### config.mk
export PLATFORM = sky130hd
export DESIGN_NAME = wb_arbiter3_rr_wdt
export DESIGN_NICKNAME = d
export VERILOG_FILES = /design/src/rtl/wb_arbiter3_rr_wdt_pkg.sv /design/src/rtl/wb_arbiter3_rr_wdt_pick.sv /design/src/rtl/wb_arbiter3_rr_wdt.sv
export SDC_FILE = /design/constraint.sdc
export NUM_CORES = 1
export LEC_CHECK = 0
export ABC_AREA = 1
export BUFFER_PORTS_ARGS = -buffer_cell sky130_fd_sc_hd__buf_4
export CORE_AREA = 2 2 163 165
export DETAILED_ROUTE_END_ITERATION = 8
export DIE_AREA = 0 0 165 167
export GPL_TIMING_DRIVEN = 0
export HOLD_SLACK_MARGIN = 0.02
export SETUP_SLACK_MARGIN = 0.4
export SYNTH_ARGS = -nofsm -noshare
export SYNTH_HDL_FRONTEND = slang
export SYNTH_SLANG_ARGS = --single-unit
export TNS_END_PERCENT = 20
### constraint.sdc
create_clock -name clk -period 2.65 [get_ports clk]
set_input_delay 0.3975 -clock clk [delete_from_list [all_inputs] [get_ports clk]]
set_output_delay 0.3975 -clock clk [all_outputs]
set_load 0.02 [all_outputs]
### src/rtl/wb_arbiter3_rr_wdt_pkg.sv
// Shared definitions for the three-master Wishbone arbiter.
// Contents: FSM state encodings and a constant-evaluable clog2 helper.
package wb_arbiter3_rr_wdt_pkg;

    localparam logic [1:0] ST_IDLE = 2'd0;
    localparam logic [1:0] ST_BUSY = 2'd1;
    localparam logic [1:0] ST_ERR  = 2'd2;

    // Ceiling log2; clog2(1) = 0, clog2(256) = 8.
    function automatic int clog2(input int value);
        int res;
        int rem;
        res = 0;
        rem = value - 1;
        while (rem > 0) begin
            res = res + 1;
            rem = rem >> 1;
        end
        return res;
    endfunction

endpackage

### src/rtl/wb_arbiter3_rr_wdt_pick.sv
// wb_rr_pick3: combinational three-way round-robin picker.
// Ports:
//   request[2:0] - request lines
//   last[1:0]    - index granted most recently
//   pick[2:0]    - one-hot winner (0 when no request)
//   idx[1:0]     - encoded winner (0 when no request)
// The scan order is last+1, last+2, last (mod 3).
module wb_rr_pick3 (
    input  logic [2:0] request,
    input  logic [1:0] last,
    output logic [2:0] pick,
    output logic [1:0] idx
);

    function automatic logic [1:0] inc3(input logic [1:0] v);
        return (v >= 2'd2) ? 2'd0 : v + 2'd1;
    endfunction

    logic [1:0] cand [3];
    logic       found;

    always_comb begin
        cand[0] = inc3(last);
        cand[1] = inc3(cand[0]);
        // Third candidate is last itself for legal values; an illegal
        // last of 3 still yields a full permutation of 0,1,2.
        cand[2] = inc3(cand[1]);
        found   = 1'b0;
        idx     = 2'd0;
        for (int k = 0; k < 3; k++) begin
            if (!found && request[cand[k]]) begin
                found = 1'b1;
                idx   = cand[k];
            end
        end
        pick = found ? (3'b001 << idx) : 3'b000;
    end

endmodule

### src/rtl/wb_arbiter3_rr_wdt.sv
// Three-master to one-slave Wishbone arbiter with round-robin grant and a
// bus watchdog that forces an error termination on a stuck slave.
// Ports:
//   clk, rst (sync, active-high)
//   wbmN_* (N=0..2)  master-side Wishbone ports
//   wbs_*            slave-side Wishbone port
//   grant_o          one-hot current grant, 0 when idle
//   timeout_o        one-cycle pulse when the watchdog fires
module wb_arbiter3_rr_wdt
    import wb_arbiter3_rr_wdt_pkg::*;
#(
    parameter int DATA_WIDTH     = 32,
    parameter int ADDR_WIDTH     = 32,
    parameter int SELECT_WIDTH   = DATA_WIDTH / 8,
    parameter int TIMEOUT_CYCLES = 255,
    parameter int INIT_LAST      = 2
) (
    input  logic                    clk,
    input  logic                    rst,
    input  logic [ADDR_WIDTH-1:0]   wbm0_adr_i,
    input  logic [DATA_WIDTH-1:0]   wbm0_dat_i,
    output logic [DATA_WIDTH-1:0]   wbm0_dat_o,
    input  logic                    wbm0_we_i,
    input  logic [SELECT_WIDTH-1:0] wbm0_sel_i,
    input  logic                    wbm0_stb_i,
    input  logic                    wbm0_cyc_i,
    output logic                    wbm0_ack_o,
    output logic                    wbm0_err_o,
    input  logic [ADDR_WIDTH-1:0]   wbm1_adr_i,
    input  logic [DATA_WIDTH-1:0]   wbm1_dat_i,
    output logic [DATA_WIDTH-1:0]   wbm1_dat_o,
    input  logic                    wbm1_we_i,
    input  logic [SELECT_WIDTH-1:0] wbm1_sel_i,
    input  logic                    wbm1_stb_i,
    input  logic                    wbm1_cyc_i,
    output logic                    wbm1_ack_o,
    output logic                    wbm1_err_o,
    input  logic [ADDR_WIDTH-1:0]   wbm2_adr_i,
    input  logic [DATA_WIDTH-1:0]   wbm2_dat_i,
    output logic [DATA_WIDTH-1:0]   wbm2_dat_o,
    input  logic                    wbm2_we_i,
    input  logic [SELECT_WIDTH-1:0] wbm2_sel_i,
    input  logic                    wbm2_stb_i,
    input  logic                    wbm2_cyc_i,
    output logic                    wbm2_ack_o,
    output logic                    wbm2_err_o,
    output logic [ADDR_WIDTH-1:0]   wbs_adr_o,
    output logic [DATA_WIDTH-1:0]   wbs_dat_o,
    input  logic [DATA_WIDTH-1:0]   wbs_dat_i,
    output logic                    wbs_we_o,
    output logic [SELECT_WIDTH-1:0] wbs_sel_o,
    output logic                    wbs_stb_o,
    output logic                    wbs_cyc_o,
    input  logic                    wbs_ack_i,
    output logic [2:0]              grant_o,
    output logic                    timeout_o
);

    localparam int CNT_RAW = clog2(TIMEOUT_CYCLES + 1);
    localparam int CNT_W   = (CNT_RAW < 1) ? 1 : CNT_RAW;
    localparam bit WDT_EN  = (TIMEOUT_CYCLES > 0);
    localparam logic [CNT_W-1:0] WDT_LIMIT = CNT_W'(WDT_EN ? TIMEOUT_CYCLES - 1 : 0);

    logic [ADDR_WIDTH-1:0]   m_adr [3];
    logic [DATA_WIDTH-1:0]   m_dat [3];
    logic [SELECT_WIDTH-1:0] m_sel [3];
    logic [2:0]              m_we;
    logic [2:0]              m_stb;
    logic [2:0]              m_cyc;

    assign m_adr = '{wbm0_adr_i, wbm1_adr_i, wbm2_adr_i};
    assign m_dat = '{wbm0_dat_i, wbm1_dat_i, wbm2_dat_i};
    assign m_sel = '{wbm0_sel_i, wbm1_sel_i, wbm2_sel_i};
    assign m_we  = {wbm2_we_i,  wbm1_we_i,  wbm0_we_i};
    assign m_stb = {wbm2_stb_i, wbm1_stb_i, wbm0_stb_i};
    assign m_cyc = {wbm2_cyc_i, wbm1_cyc_i, wbm0_cyc_i};

    logic [1:0]       state_reg;
    logic [2:0]       grant_reg;
    logic [1:0]       last_reg;
    logic [CNT_W-1:0] wdt_cnt_reg;
    logic             err_first_reg;

    logic [2:0] pick;
    logic [1:0] pick_idx;

    wb_rr_pick3 u_pick (
        .request (m_cyc),
        .last    (last_reg),
        .pick    (pick),
        .idx     (pick_idx)
    );

    logic busy;
    logic g_cyc;
    logic g_stb;

    assign busy  = (state_reg == ST_BUSY);
    assign g_cyc = |(grant_reg & m_cyc);
    assign g_stb = |(grant_reg & m_stb);

    // One-hot AND-OR mux of the granted master onto the slave port.
    logic [ADDR_WIDTH-1:0]   sel_adr;
    logic [DATA_WIDTH-1:0]   sel_dat;
    logic [SELECT_WIDTH-1:0] sel_sel;

    always_comb begin
        sel_adr = '0;
        sel_dat = '0;
        sel_sel = '0;
        for (int k = 0; k < 3; k++) begin
            if (grant_reg[k]) begin
                sel_adr = sel_adr | m_adr[k];
                sel_dat = sel_dat | m_dat[k];
                sel_sel = sel_sel | m_sel[k];
            end
        end
    end

    // Outside BUSY (including ERR) the slave sees an all-zero bus.
    assign wbs_adr_o = busy ? sel_adr : '0;
    assign wbs_dat_o = busy ? sel_dat : '0;
    assign wbs_sel_o = busy ? sel_sel : '0;
    assign wbs_we_o  = busy & |(grant_reg & m_we);
    assign wbs_stb_o = busy & g_stb;
    assign wbs_cyc_o = busy;

    logic [2:0] ack_vec;
    logic [2:0] err_vec;

    generate
        for (genvar gi = 0; gi < 3; gi++) begin : g_resp
            assign ack_vec[gi] = wbs_ack_i & grant_reg[gi] & busy;
            assign err_vec[gi] = grant_reg[gi] & err_first_reg;
        end
    endgenerate

    assign wbm0_ack_o = ack_vec[0];
    assign wbm1_ack_o = ack_vec[1];
    assign wbm2_ack_o = ack_vec[2];
    assign wbm0_err_o = err_vec[0];
    assign wbm1_err_o = err_vec[1];
    assign wbm2_err_o = err_vec[2];
    assign wbm0_dat_o = wbs_dat_i;
    assign wbm1_dat_o = wbs_dat_i;
    assign wbm2_dat_o = wbs_dat_i;
    assign grant_o    = grant_reg;
    assign timeout_o  = err_first_reg;

    always_ff @(posedge clk) begin
        if (rst) begin
            state_reg     <= ST_IDLE;
            grant_reg     <= 3'b000;
            last_reg      <= 2'(INIT_LAST);
            wdt_cnt_reg   <= '0;
            err_first_reg <= 1'b0;
        end else begin
            err_first_reg <= 1'b0;
            case (state_reg)
                ST_IDLE: begin
                    wdt_cnt_reg <= '0;
                    if (|m_cyc) begin
                        grant_reg <= pick;
                        last_reg  <= pick_idx;
                        state_reg <= ST_BUSY;
                    end
                end
                ST_BUSY: begin
                    // Cycle end has priority over a watchdog fire in the
                    // same cycle; an ack likewise suppresses the fire.
                    if (!g_cyc) begin
                        state_reg   <= ST_IDLE;
                        grant_reg   <= 3'b000;
                        wdt_cnt_reg <= '0;
                    end else if (g_stb && !wbs_ack_i) begin
                        if (WDT_EN && wdt_cnt_reg == WDT_LIMIT) begin
                            state_reg     <= ST_ERR;
                            err_first_reg <= 1'b1;
                            wdt_cnt_reg   <= '0;
                        end else if (WDT_EN && wdt_cnt_reg != '1) begin
                            wdt_cnt_reg <= wdt_cnt_reg + 1'b1;
                        end
                    end else begin
                        wdt_cnt_reg <= '0;
                    end
                end
                ST_ERR: begin
                    wdt_cnt_reg <= '0;
                    if (!g_cyc) begin
                        state_reg <= ST_IDLE;
                        grant_reg <= 3'b000;
                    end
                end
                default: begin
                    state_reg   <= ST_IDLE;
                    grant_reg   <= 3'b000;
                    wdt_cnt_reg <= '0;
                end
            endcase
        end
    end

endmodule
==> summary.txt <==
P per Cell Area - 418.9 mW/mm^2
GRT Residual Overflow - 0
Reg clk slew, reported paths - 50 ps
Max transition margin - 66.92%
Yosys cell types - 31
non-filler instance count after layout - 1434
WS Path Type - reg -> out
Mapped Avg Cell Area - 5.062 um^2
worst min-delay path class - in -> reg
Ys Warns - 0
CP Buf/Inv Count - 4
Die ar. - 0.02756 mm^2
endpoint class of the critical path - output pin
Fillers - 2933
met2 WL - 10.09 mm
Final ANT Viol Nets - 0
hold_sp - rst
Die Y - 167 um
multi-input combinational cell area - 0.002006 mm^2
multiplexer share of the synthesized area - 0%
syn nets - 956
post-synthesis register bit count - 16
Clock Latency Late Sink - 250 ps
H-tree levels - 1
largest net degree at the start of global routing - 11
CTS sink cnt - 16
Post-Synth Adder-Cell Area - 1.758%
# rows - 59
Yosys top cell by area - nand2_1
period utilization - 83.33%
DP HPWL - 17.58 mm
worst hold path stage count - 2
clk root buf - clkbuf_16
TritonCTS clock tree - yes
r2r startpoint - grant_o[0]
R2R Setup Slk - 1110 ps
maximum vdd drop - 264.5 uV
CP Launch Type - flop
Worst Hold Path EP - grant_o[2]
initial antenna violation count - 0
CP max-delay cell - dfxtp_1
CP peak stage delay - 370 ps
first-pass GRT wire length - 28.96 mm
XOR/XNOR Fraction of Synth Area - 0.4923%
Synth top area share - 33.86%
max FFs per register - 8
Vias - 5494
Worst EP required - 2250 ps
register area share after synthesis - 9.001%
Placer Congestion - 0.8873
Worst Clk Skew - 1.493 ps
drt initial violations - 225
worst slew pin tran - 496.2 ps
pins over their slew limit - 0
vias in the first global route - 5156
Inserted Clock Buffers - 3
CTS Buffer Depth - 2
Placed Cells - 1430
status - completed
met1 wire length - 8.152 mm
unrepaired setup endpoints after global routing - yes
crit-path cells - buf_4 > clkbuf_4 > nand2_1 > nand3_1 > nand2_1 > inv_1 > buf_4
max-cap violation count - 0
Via-to-Cell Ratio - 3.831
Post-Synth Simple-Gate Area - 50.32%
n_diodes - 0
# IOs - 425
layout cells sized above 1 - 48.41%
hold buffers post-CTS - 0
setup TNS - 0 ps
nets@finish - 1353
port bufs - 392
drt pass-1 iters - 6
Setup Buffers After CTS - 0
Post-route DRC - 0
synthesized instance count - 703
WL met3 - 1.879 mm
Routed wire per std cell - 14.33 um
critical path's top delay family - buffers and inverters
Starting Density - 13.81%
Period minus WS final - 2208 ps
leakage power - 4.401 nW
core footprint - 0.02576 mm^2
total chip power - 2.958 mW
Max Clock Freq - 452.9 MHz
Final Hold Viols - 0
RR Endpoint - state_reg[0]
Area growth syn-to-layout - 98.42%
Die W - 165 um
Compound-Gate Fraction of Synth Area - 3.797%
Final setup viols - 0
GRT Util Overall - 13.62%
uppermost routed layer - met4
Reg2Reg Depth - 10
crit path DAT - 1810 ps
largest family of logic cells by synthesized area - simple AND/OR/NAND/NOR gates
Synth area leaders - nand2_1, buf_4, nand3_1, inv_1, dfxtp_1
Worst Path Max Fanout - 10
sequential cell area - 320.3 um^2
mapped cell area - 0.003558 mm^2
Detailed Route WL - 20.55 mm
stage by stage:
| stage | hold WS (ps) | utilization (%) | setup slack, ps | area (um^2) |
|---|---|---|---|---|
| 3_5_place_dp | 504.3 | 26.86 | -477.1 | 6920 |
| 5_1_grt | 366.4 | 27.41 | 301.8 | 7061 |
| 6_report | 367.0 | 27.41 | 441.8 | 7061 |
| 3_3_place_gp | 494.4 | 26.86 | -464.4 | 6920 |
| 2_1_floorplan | 466.6 | - | 760.7 | 3558 |
| 4_1_cts | 358.3 | 27.33 | 305.4 | 7041 |
synth_stat cells:
library cell  count
dfxtp_1          16
o21ai_1           2
buf_1             6
buf_2             1
nor2_2            2
nand3_1          80
nand4_1           3
or2_2             2
inv_2             2
xnor2_1           1
nor2_1           13
nand2_1         321
o31ai_1           1
nand4_4           1
a311oi_1          1
a31oi_1           4
nor3_1            2
clkbuf_1         23
nand3b_1          1
xor2_1            1
buf_4            99
nor2_8            1
o211ai_1          1
nand3_2           1
nand2_2           1
a21oi_1          10
inv_1            98
a21oi_4           1
nand3_4           1
o21ai_0           2
ha_1              5
worst reg2reg max path, stage by stage, from the launching register on:
cell and delay [ps]:
dfxtp_1 330, buf_4 250, nand2_1 120, nand3_1 110, nand2_1 100, nor2_2 120, inv_2 50, a21oi_4 150
inv_1 50, o21ai_1 120, nor2_1 50
power by group:
group          internal (mW)  switching [mW]
registers              0.268          0.0211
logic                  0.941            1.40
clock network          0.230           0.102
worst max-delay path by stage:
stage                 startpoint           end  slack (ps)  cells after the start
floorplan           state_reg[1]    wbm0_ack_o         760                      5
global placement    state_reg[1]  wbs_adr_o[2]        -460                      7
detailed placement  state_reg[1]  wbs_adr_o[2]        -480                      7
CTS                 state_reg[1]  wbs_dat_o[9]         310                      7
global route          grant_o[2]  wbs_adr_o[2]         300                      7
finish                grant_o[2]  wbs_adr_o[2]         440                      7
logic make-up (layout without fill, tap and decap cells):
family / Yosys count / count (layout)
compound gates: 22 / 22
buf+inv: 229 / 625
fa+ha+maj: 5 / 5
xor+xnor: 2 / 2
simple gates: 429 / 429
flops: 16 / 16
cells in the final DEF (no fill, tap or decap), types with 2 or more instances in the layout:
cell type	Yosys	routed
a21oi_1	10	10
a31oi_1	4	4
buf_1	6	3
buf_4	99	494
clkbuf_1	23	2
clkbuf_16	0	3
clkbuf_2	0	19
clkbuf_4	0	2
clkbuf_8	0	2
dfxtp_1	16	16
ha_1	5	5
inv_1	98	98
inv_2	2	2
nand2_1	321	321
nand3_1	80	80
nand4_1	3	3
nor2_1	13	13
nor2_2	2	2
nor3_1	2	2
o21ai_0	2	2
o21ai_1	2	2
or2_2	2	2
layer usage:
layer  vias up  GRT usage (%)
li1       2805              -
met1      2414          16.29
met2       252          24.78
met3        23          2.640
met4         0          3.100
met5         -              0
what timing repair did:
item	CTS	global route
gates cloned	0	0
setup endpoints to repair	73	64
resized for setup	18	31
area by class of cell:
class                   count  area share, %
flip-flops and latches     16          4.537
repair buffers            392          41.68
multi-input cells         458          28.41
plain buffers             129          12.87
inverters                 100          5.316
clock buffers               4          1.258
well taps                 335          5.937
(Power assumes the default switching activity.)
